File: src/rtl/oam_dma.sv
// Sprite DMA engine: a write to $4014 halts the core and copies a 256-byte page
// to PPU OAMDATA ($2004); otherwise the core's bus passes straight through.
module oam_dma (
  input  logic        clock,
  input  logic        reset_n,
  input  logic        ce,
  input  logic [15:0] cpu_a,
  input  logic [7:0]  cpu_d,
  input  logic        cpu_r,
  input  logic        cpu_w,
  output logic        cpu_ce,
  output logic [15:0] A,
  output logic [7:0]  D,
  output logic        R,
  output logic        W,
  input  logic [7:0]  I,
  output logic        busy
);

  typedef enum logic [2:0] {IDLE, ARM, HALT, ALIGN, RD, WR} state_t;

  state_t      state_q, state_d;
  logic [7:0]  page_q, page_d;
  logic [7:0]  idx_q, idx_d;
  logic [7:0]  tr_q, tr_d;
  logic        par_q, par_d;
  logic        dma_r_q, dma_r_d;
  logic        dma_w_q, dma_w_d;
  logic [15:0] dma_a;

  always_comb begin
    state_d = state_q;
    page_d  = page_q;
    idx_d   = idx_q;
    tr_d    = tr_q;
    par_d   = par_q;
    dma_r_d = 1'b0;
    dma_w_d = 1'b0;
    if (ce) par_d = ~par_q;
    // Strobes are set on the ce that enters RD/WR so they land one clock later.
    case (state_q)
      IDLE: begin
        if (cpu_w && (cpu_a == 16'h4014)) begin
          page_d  = cpu_d;
          state_d = ARM;
        end
      end
      ARM: begin
        if (ce) begin
          state_d = HALT;
          idx_d   = '0;
        end
      end
      HALT: begin
        if (ce) begin
          if (par_q) begin
            state_d = ALIGN;
          end else begin
            state_d = RD;
            dma_r_d = 1'b1;
          end
        end
      end
      ALIGN: begin
        if (ce) begin
          state_d = RD;
          dma_r_d = 1'b1;
        end
      end
      RD: begin
        if (ce) begin
          tr_d    = I;
          state_d = WR;
          dma_w_d = 1'b1;
        end
      end
      WR: begin
        if (ce) begin
          idx_d = idx_q + 8'd1;
          if (idx_q == 8'hFF) begin
            state_d = IDLE;
          end else begin
            state_d = RD;
            dma_r_d = 1'b1;
          end
        end
      end
      default: state_d = IDLE;
    endcase
  end

  always_ff @(posedge clock) begin
    if (!reset_n) begin
      state_q <= IDLE;
      page_q  <= '0;
      idx_q   <= '0;
      tr_q    <= '0;
      par_q   <= 1'b0;
      dma_r_q <= 1'b0;
      dma_w_q <= 1'b0;
    end else begin
      state_q <= state_d;
      page_q  <= page_d;
      idx_q   <= idx_d;
      tr_q    <= tr_d;
      par_q   <= par_d;
      dma_r_q <= dma_r_d;
      dma_w_q <= dma_w_d;
    end
  end

  assign busy   = (state_q != IDLE) && (state_q != ARM);
  assign dma_a  = (state_q == WR) ? 16'h2004 : {page_q, idx_q};
  assign cpu_ce = ce & ~busy;
  assign A      = busy ? dma_a   : cpu_a;
  assign D      = busy ? tr_q    : cpu_d;
  assign R      = busy ? dma_r_q : cpu_r;
  assign W      = busy ? dma_w_q : cpu_w;

endmodule

File: config.mk
export PLATFORM = sky130hd
export DESIGN_NAME = oam_dma
export DESIGN_NICKNAME = d
export VERILOG_FILES = /design/src/rtl/oam_dma.sv
export SDC_FILE = /design/constraint.sdc
export NUM_CORES = 1
export LEC_CHECK = 0
export ABC_AREA = 1
export CAP_MARGIN = 20
export CORE_UTILIZATION = 45
export CTS_CLUSTER_SIZE = 40
export DETAILED_ROUTE_END_ITERATION = 8
export PLACE_DENSITY = 0.84
export REMOVE_ABC_BUFFERS = 1
export SETUP_SLACK_MARGIN = 0.02
export SLEW_MARGIN = 20
export SYNTH_ARGS = -nofsm -noshare
export SYNTH_HDL_FRONTEND = slang
export SYNTH_SLANG_ARGS = --single-unit
export TNS_END_PERCENT = 30
File: constraint.sdc
create_clock -name clock -period 1.8 [get_ports clock]
set_clock_uncertainty 0.05 [all_clocks]
set_input_delay 0.45 -clock clock [delete_from_list [all_inputs] [get_ports clock]]
set_output_delay 0.45 -clock clock [all_outputs]
set_load 0.02 [all_outputs]
* After elaboration in Yosys (flattened, before gate mapping)
Cells that the tools add are included.
** Storage, ports and cells
- Flip-flop bits (word level) :: 30
- Input bits :: 37
** Operators by class
- Add/subtract/negate cells :: 1
- Equality and inequality tests :: 14
- Multiplexer cells :: 23
- Bitwise logic cells :: 3
- Reductions and logical operators :: 10
** Operators with widths (count)
- $mux 16 :: 2
- $mux 3 :: 8
- $mux 8 :: 3
- $pmux 3 s6 :: 1
- $eq 16x15->1 const B :: 1
- $pmux 8 s2 :: 1
- $ne 2x2->1 const B :: 6
- $add 8x1->8 const B :: 1
- $eq 8x8->1 const B :: 1
- $mux 1 :: 7
- $eq 3x2->1 const B :: 2
- $eq 3x3->1 const B :: 2
- $reduce_and 2->1 :: 3
- $reduce_and 6->1 :: 1
- $eq 3x1->1 const B :: 1
- $logic_not 3->1 :: 1
- $ne 3x1->1 const B :: 1
- $pmux 1 s3 :: 1
- $reduce_and 3->1 :: 1
- $reduce_bool 3->1 :: 1
- $logic_and 1x1->1 :: 2
- $not 1->1 :: 2
- $reduce_bool 2->1 :: 1
- $and 1x1->1 :: 1

* Depth between registers and ports, before layout
Gate-level depths: netlist of run 1.
- Depth in word-level cells :: 4
- Mapped depth :: 9
- Gate-level depth less buffers :: 9

* Worst setup path after synthesis of run 1
Ideal clock, no wire load.
- Kind :: register -> output
- From :: register state_q[1]
- To :: output A[11]
- Arrival :: 1.452 ns
- Slack :: -0.152 ns
- Cell stages (with the launch flop) :: 5
- Buffers on the path :: 2
- Path through :: dfxtp_1 -> nor2_4 -> buf_2 -> buf_2 -> o31ai_1
** On the way
- Longest elaborated chain between the ends :: 3
- Elaborated cells on any way between the ends :: 6
- Those cells by class :: 2 x eq/ne; 2 x mux; 2 x reduce/logical
** RTL lines
- from (decl) :: line 22 : state_t state_q, state_d;
- from (signal assigned) :: line 102 : state_q <= state_d;
- $eq 3x3->1 (tied with other cells) :: line 113 : assign dma_a = (state_q == WR) ? 16'h2004 : {page_q, idx_q};
- $mux 16 / $logic_and 1x1->1 (equally long branches) :: line 113, 112
- $mux 16 (*) :: line 115 : assign A = busy ? dma_a : cpu_a;
- to (decl) :: line 12 : output logic [15:0] A,
Mark *: on every way between the ends. The rest lies on a longest branch, timed or not.

* Worst setup path after layout of run 1
- From :: register state_q[2]
- To :: output A[2]
Same word-level chain as after synthesis.

==> results of run 1 <==
## layer usage
metal  part of all wire (%)  global-route usage [%]  routed length [um]
met5                      0                       0                   0
met3                    6.5                    6.25                 392
met4                    3.3                    12.5                 202
met2                     50                    53.7                3020
met1                     40                    34.6                2450
## worst max path at each step
stage | from | endpoint | depth (start not counted)
after floorplan | state_q[1] | A[0] | 3
after global placement | cpu_a[15] | A[15] | 4
after detailed placement | cpu_a[14] | A[14] | 4
after CTS | state_q[1] | A[4] | 6
after global routing | state_q[1] | A[15] | 6
final | state_q[2] | A[2] | 5
## metrics by stage
stage | instances | setup WS [ns] | power [mW]
floorplan | 279 | -0.768 | 2.16
global placement | 434 | -0.556 | 3.62
detailed placement | 434 | -0.557 | 3.67
CTS | 446 | -0.105 | 4.31
global route | 446 | -0.192 | 4.66
finish | 446 | -0.121 | 4.41
## worst register-to-register path, stage by stage (launching register included)
cell     delay [ns]
dfxtp_2        0.35
nor2_4         0.19
buf_6          0.19
buf_4          0.14
nand2_2        0.08
nor2_4         0.13
nand3_4        0.09
buf_4          0.18
nand2_1        0.06
nand2_1        0.09
nor2_2         0.14
## area by class of cell
cell class                 count  area, um^2  share of cell area (%)
tap                           48        60.1                    2.04
inverter                      41         158                    5.35
timing repair buffer         111         961                    32.6
multi-input combinational    208        1070                    36.4
clock inverter                 1        5.00                   0.170
clock buffer                   7        86.3                    2.93
sequential                    30         606                    20.5
## flip-flops by register name, indices dropped and copies added (netlist names)
name     count
dma_w_q      1
state_q      3
tr_q         8
par_q        1
page_q       8
idx_q        8
dma_r_q      1
## where the power goes
part	switching (mW)	leakage (nW)	internal (mW)
combinational	1.74	1.07	1.29
clock	0.258	0.0482	0.308
sequential	0.0597	0.244	0.755
total	2.06	1.36	2.36
## layout by cell type, fill, tap and decap left out, drive strengths merged
master         synthesis  layout
nand3b                 1       1
a211oi                 3       3
nand3                 17      17
clkbuf                 0       7
ha                     1       1
nor3                   3       3
o21ai                 24      24
buf                   11      75
o31ai                  8       8
dlymetal6s2s           0       1
clkinv                 1       2
clkdlybuf4s50          0      35
nor2                  56      56
a22oi                  1       1
a21oi                 18      18
inv                   40      40
nand2                 73      73
nand4                  1       1
xnor2                  1       1
a31oi                  1       1
dfxtp                 30      30
## cell families (layout without fill, tap and decap cells)
| family | after synthesis | count (layout) |
|---|---|---|
| and+or+nand+nor | 151 | 151 |
| buffers and inverters | 52 | 160 |
| AOI/OAI and AO/OA | 55 | 55 |
| adders and majority gates | 1 | 1 |
| DFF | 30 | 30 |
| xor gates and xnor gates | 1 | 1 |
## what timing repair did
action / 4_1_cts / 5_1_grt
pin swaps: 2 / 1
setup buffers: 4 / 0
endpoints found under the setup margin: 28 / 38
resized for setup: 175 / 15
==> metrics.txt, run 1 <==
first-pass GRT wire length just under 10,000 um; setup ws final -0.121 ns; layout cells sized above 1 28.6%; DRC 0; CTS Hold Bufs 0; main combinational cell family by area after synthesis simple AND/OR/NAND/NOR gates; GRT Total Usage 30.2%; max_cap viols 0; Antenna diodes 0; CP max-delay cell dfxtp_2; WHS 0.399 ns; Critical Path Sink Type output port; worst skew pair latency 0.29 ns; clk root buf clkbuf_8; Hold Crit Depth 2; row cnt 22; CP max stage delay around 0.35 ns; post-synth top area cell dfxtp_1; Seq/Total Area, Yosys 33.4%; P_leak 1.36 nW; hold path startpoint tr_q[0]; Layout Area Growth over Synthesis 63.7%; routed len/inst 13.6 um; Crit path buffers/inverters 3; Layout fillers 274; Detail Placement HPWL 4200 um; Hold/Removal Path Class flip-flop to flip-flop; worst r2r path cells 10; crit path launch type flip-flop; grt ovf 0; Hold EP tr_q[0]; Crit path arrival time 1.42 ns; multiplexer share of the synthesized area 0%; final setup fails 27; area share of fa/ha/maj cells after synthesis 0.695%; Clock Tree Buf Depth 2; IO Port Bufs 64; vias in the first global route 2,114; Yosys cell types 27; largest net degree at the start of global routing 17; die height 65.3 um; Slew headroom slightly above 80%; run status finished with violations; post-synth top area share 33.4%; Initial Util approximately 48%; synthesized area per cell 6.21 um^2; Crit Path Max Fanout 13; WL final 6060 um; Commonest cells post-synth nand2_1, nor2_1, inv_1, dfxtp_1, o21ai_0; initial antenna violation count 0; Top Family by Delay on Critical Path buffers and inverters; CTS clk-pin slew, worst paths 0.07 ns; Final ANT Viol Nets 0; Syn Std Cell Area 1800 um^2; Post-DP Area 2800 um^2; VDD IR max 1.01 mV; Reg2Reg Launch Point state_q[2]; CTS tree yes; Critical Path, Cell by Cell nor2_4, clkinv_2, buf_6, a31oi_1, buf_2; gpl congestion approximately 0.94; failing checks setup timing; Compound-Gate Fraction of Synth Area approximately 17%; die width 65.3 um; fin crit period 1.92 ns; Area contributors post-synth dfxtp_1, nand2_1, nor2_1; Power Dens Cells 1500 nW/um^2; CTS Buf Count 5; ys async rst share 0%; Layout Nets 435; final period utilization 107%; H-tree depth 2; kind of critical path flip-flop to output port; core area 3740 um^2; CP required 1.30 ns; number of synthesized flops with an enable pin 0; die area 4260 um^2; fmax 521 MHz; RSZ-0062 raised after global routing true; design area 2950 um^2; Final Max Tran Viols 0; endpoints failing hold 0; Worst R2R End page_q[4]; Final Util between 70% and 80%; top-count cell post-synth nand2_1; worst reg2reg setup slack around 0.040 ns; TNS Setup -1.93 ns; via count 2,272; first drt pass iteration count 5; IO Count 65; CTS Sinks 30; synthesized flop and latch total 30; Synth Area in XOR/XNOR less than 1%; Slew @ Worst Pin 0.277 ns; initial DRC count 195; Most used DFF post-synth dfxtp_1; Mapped Cells 290; Synth Warn # 0; Post-Synth Simple-Gate Area 36.4%; post-DR vias/cell 5.09
No activity file was read; power rests on OpenSTA's default activity.
==> inputs of run 2 (changes only) <==
==> constraint.sdc (replaced) <==
create_clock -name clock -period 2.17 [get_ports clock]
set_clock_uncertainty 0.05 [all_clocks]
set_input_delay 0.5425 -clock clock [delete_from_list [all_inputs] [get_ports clock]]
set_output_delay 0.5425 -clock clock [all_outputs]
set_load 0.02 [all_outputs]
==> metrics.txt, run 2 (same netlist as run 1, synthesis figures left out) <==
run status finished, final reports clean; IO Port Bufs 64 (unchanged); commonest non-fill, non-tap cell in the layout nand2_1; Final Max Tran Viols 0 (unchanged); Final Util 72.7% (-6.1 points); post-DR vias/cell 4.97 (-2.4%); WL final 5170 um (-15%); first-pass GRT wire length 8800 um (-8.6%); Hold/Removal Path Class flip-flop to flip-flop; Post-DP Area 2730 um^2 (-2.6%); Slew headroom 81.8% (+0.34 points); DRC 0 (unchanged); endpoints failing hold 0 (unchanged); Initial Util 48.1% (unchanged); Layout Area Growth over Synthesis 51.1%; Critical Path, Cell by Cell clkdlybuf4s50_1, nand2_1, o31ai_1, clkdlybuf4s15_1; Slew @ Worst Pin 0.271 ns (-0.00656 ns); vias in the first global route 2,089 (-1.2%); CP max stage delay 0.50 ns (+0.15 ns); Clock Tree Buf Depth 2 (unchanged); row cnt 22 (unchanged); CP required 1.58 ns (+0.28 ns); GRT Total Usage 27.2% (-3.0 points); Hold EP tr_q[5]; Setup crit start cpu_a[8]; kind of critical path input pin to output port; VDD IR max 0.665 mV (-34%); die height 65.3 um (unchanged); core area 3740 um^2 (unchanged); Crit Path Max Fanout 2 (-11); most frequent cells in the layout nand2_1, nor2_1, inv_1; RSZ-0062 raised after global routing true; grt ovf 0 (unchanged); gpl congestion 0.862 (-8.0%); crit path launch type input pin; WHS 0.394 ns (-0.00526 ns); CTS Buf Count 5 (unchanged); IO Count 65 (unchanged); die width 65.3 um (unchanged); Power Dens Cells 1160 nW/um^2 (-22%); final period utilization 98.6%; routed len/inst 11.9 um (-12%); via count 2,158 (-5.0%); Detail Placement HPWL 4060 um (-3.4%); CTS Hold Bufs 0 (unchanged); CTS clk-pin slew, worst paths 0.06 ns (about the same); largest net degree at the start of global routing 22 (+5); Hold Crit Depth 2 (unchanged); CTS Sinks 30 (unchanged); CTS tree yes; H-tree depth 2 (unchanged); Layout Nets 423 (-2.8%); Critical Path Sink Type output port; worst r2r path cells 8 (-2); P_leak 1.27 nW (-6.6%); hold path startpoint tr_q[5]; Crit path buffers/inverters 2 (-1); fin crit period 2.14 ns; Antenna diodes 0 (unchanged); Final ANT Viol Nets 0 (unchanged); Worst R2R End page_q[0]; critical path depth 4 (-1); layout cells sized above 1 18.9% (-9.7 points); Layout fillers 338 (+23%); worst skew pair latency 0.28 ns (about the same); initial antenna violation count 0 (unchanged); setup ws final 0.0315 ns (+0.153 ns); dpl ws -0.417 ns (+0.140 ns); Top Family by Delay on Critical Path buffers and inverters; post-CTS setup buffers 0 (-4); die area 4260 um^2 (unchanged); clk root buf clkbuf_8; worst reg2reg setup slack 0.56 ns (+0.52 ns); max_cap viols 0 (unchanged); final setup fails 0 (-100%); fmax around 470 MHz; Reg2Reg Launch Point state_q[1]; biggest regs idx_q x8, page_q x8, tr_q x8; Crit path arrival time 1.55 ns (+0.13 ns); CP max-delay cell clkdlybuf4s50_1; design area 2720 um^2 (-7.7%); initial DRC count 122 (-37%); first drt pass iteration count 4 (-1)
## run 2: cell count changes in the layout (fill, tap and decap cells not counted), moves of 4 or more
cell           before  now
o31ai_1             3    8
clkbuf_2            0    8
dlygate4sd2_1       0    7
buf_6               8    0
buf_4              51   33
nor2_1             48   52
o21ai_0            16   22
## run 2: layer usage
metal / GRT usage, % / part of all wire (%) / vias up
li1: - / - / 1109
met1: 31.2 / 44 / 976
met2: 46.6 / 47 / 59
met3: 7.47 / 6.3 / 14
met4: 12.0 / 2.4 / 0
met5: 0 / 0 / -
## run 2: worst max path at each step
stage,slack [ns],to
3_3_place_gp,-0.38,A[15]
5_1_grt,-0.02,R
6_report,0.03,A[8]
3_5_place_dp,-0.42,A[15]
2_1_floorplan,-0.49,A[0]
4_1_cts,0.02,A[13]
## run 2: power breakdown
| part | switching [mW] | internal [mW] |
|---|---|---|
| Clock | 0.201 | 0.255 |
| Combinational | 1.27 | 0.780 |
| Sequential | 0.0399 | 0.619 |
| Total | 1.51 | 1.65 |
## run 2: stage by stage
stage / setup TNS (ns) / instances / power (mW)
final: 0 / 434 / 3.16
after detailed placement: -6.18 / 426 / 2.93
after global routing: -0.0248 / 434 / 3.38
after global placement: -5.99 / 426 / 2.89
after floorplan: -3.61 / 279 / 1.79
after CTS: 0 / 434 / 3.20
## run 2: area by class of cell
class                           count  area (um^2)  area share (%)
Clock buffer                        7         86.3            3.17
Clock inverter                      1         5.00           0.184
Inverter                           41          155            5.70
Multi-Input combinational cell    208          983            36.2
Sequential cell                    30          601            22.1
Tap cell                           48         60.1            2.21
Timing Repair Buffer               99          830            30.5
## run 2: repair_timing
item / in CTS / in global routing
setup endpoints to repair: 28 / 13
pin swaps: 1 / 1
gates resized for setup: 71 / 22
## run 2: worst reg2reg max path, stage by stage, from the launching register on
cell     delay (ns)
dfxtp_1        0.34
nor2_4         0.21
buf_4          0.23
nand2_2        0.10
nor2_4         0.13
nand3_4        0.09
buf_4          0.19
nor2_1         0.10
nor2_1         0.06
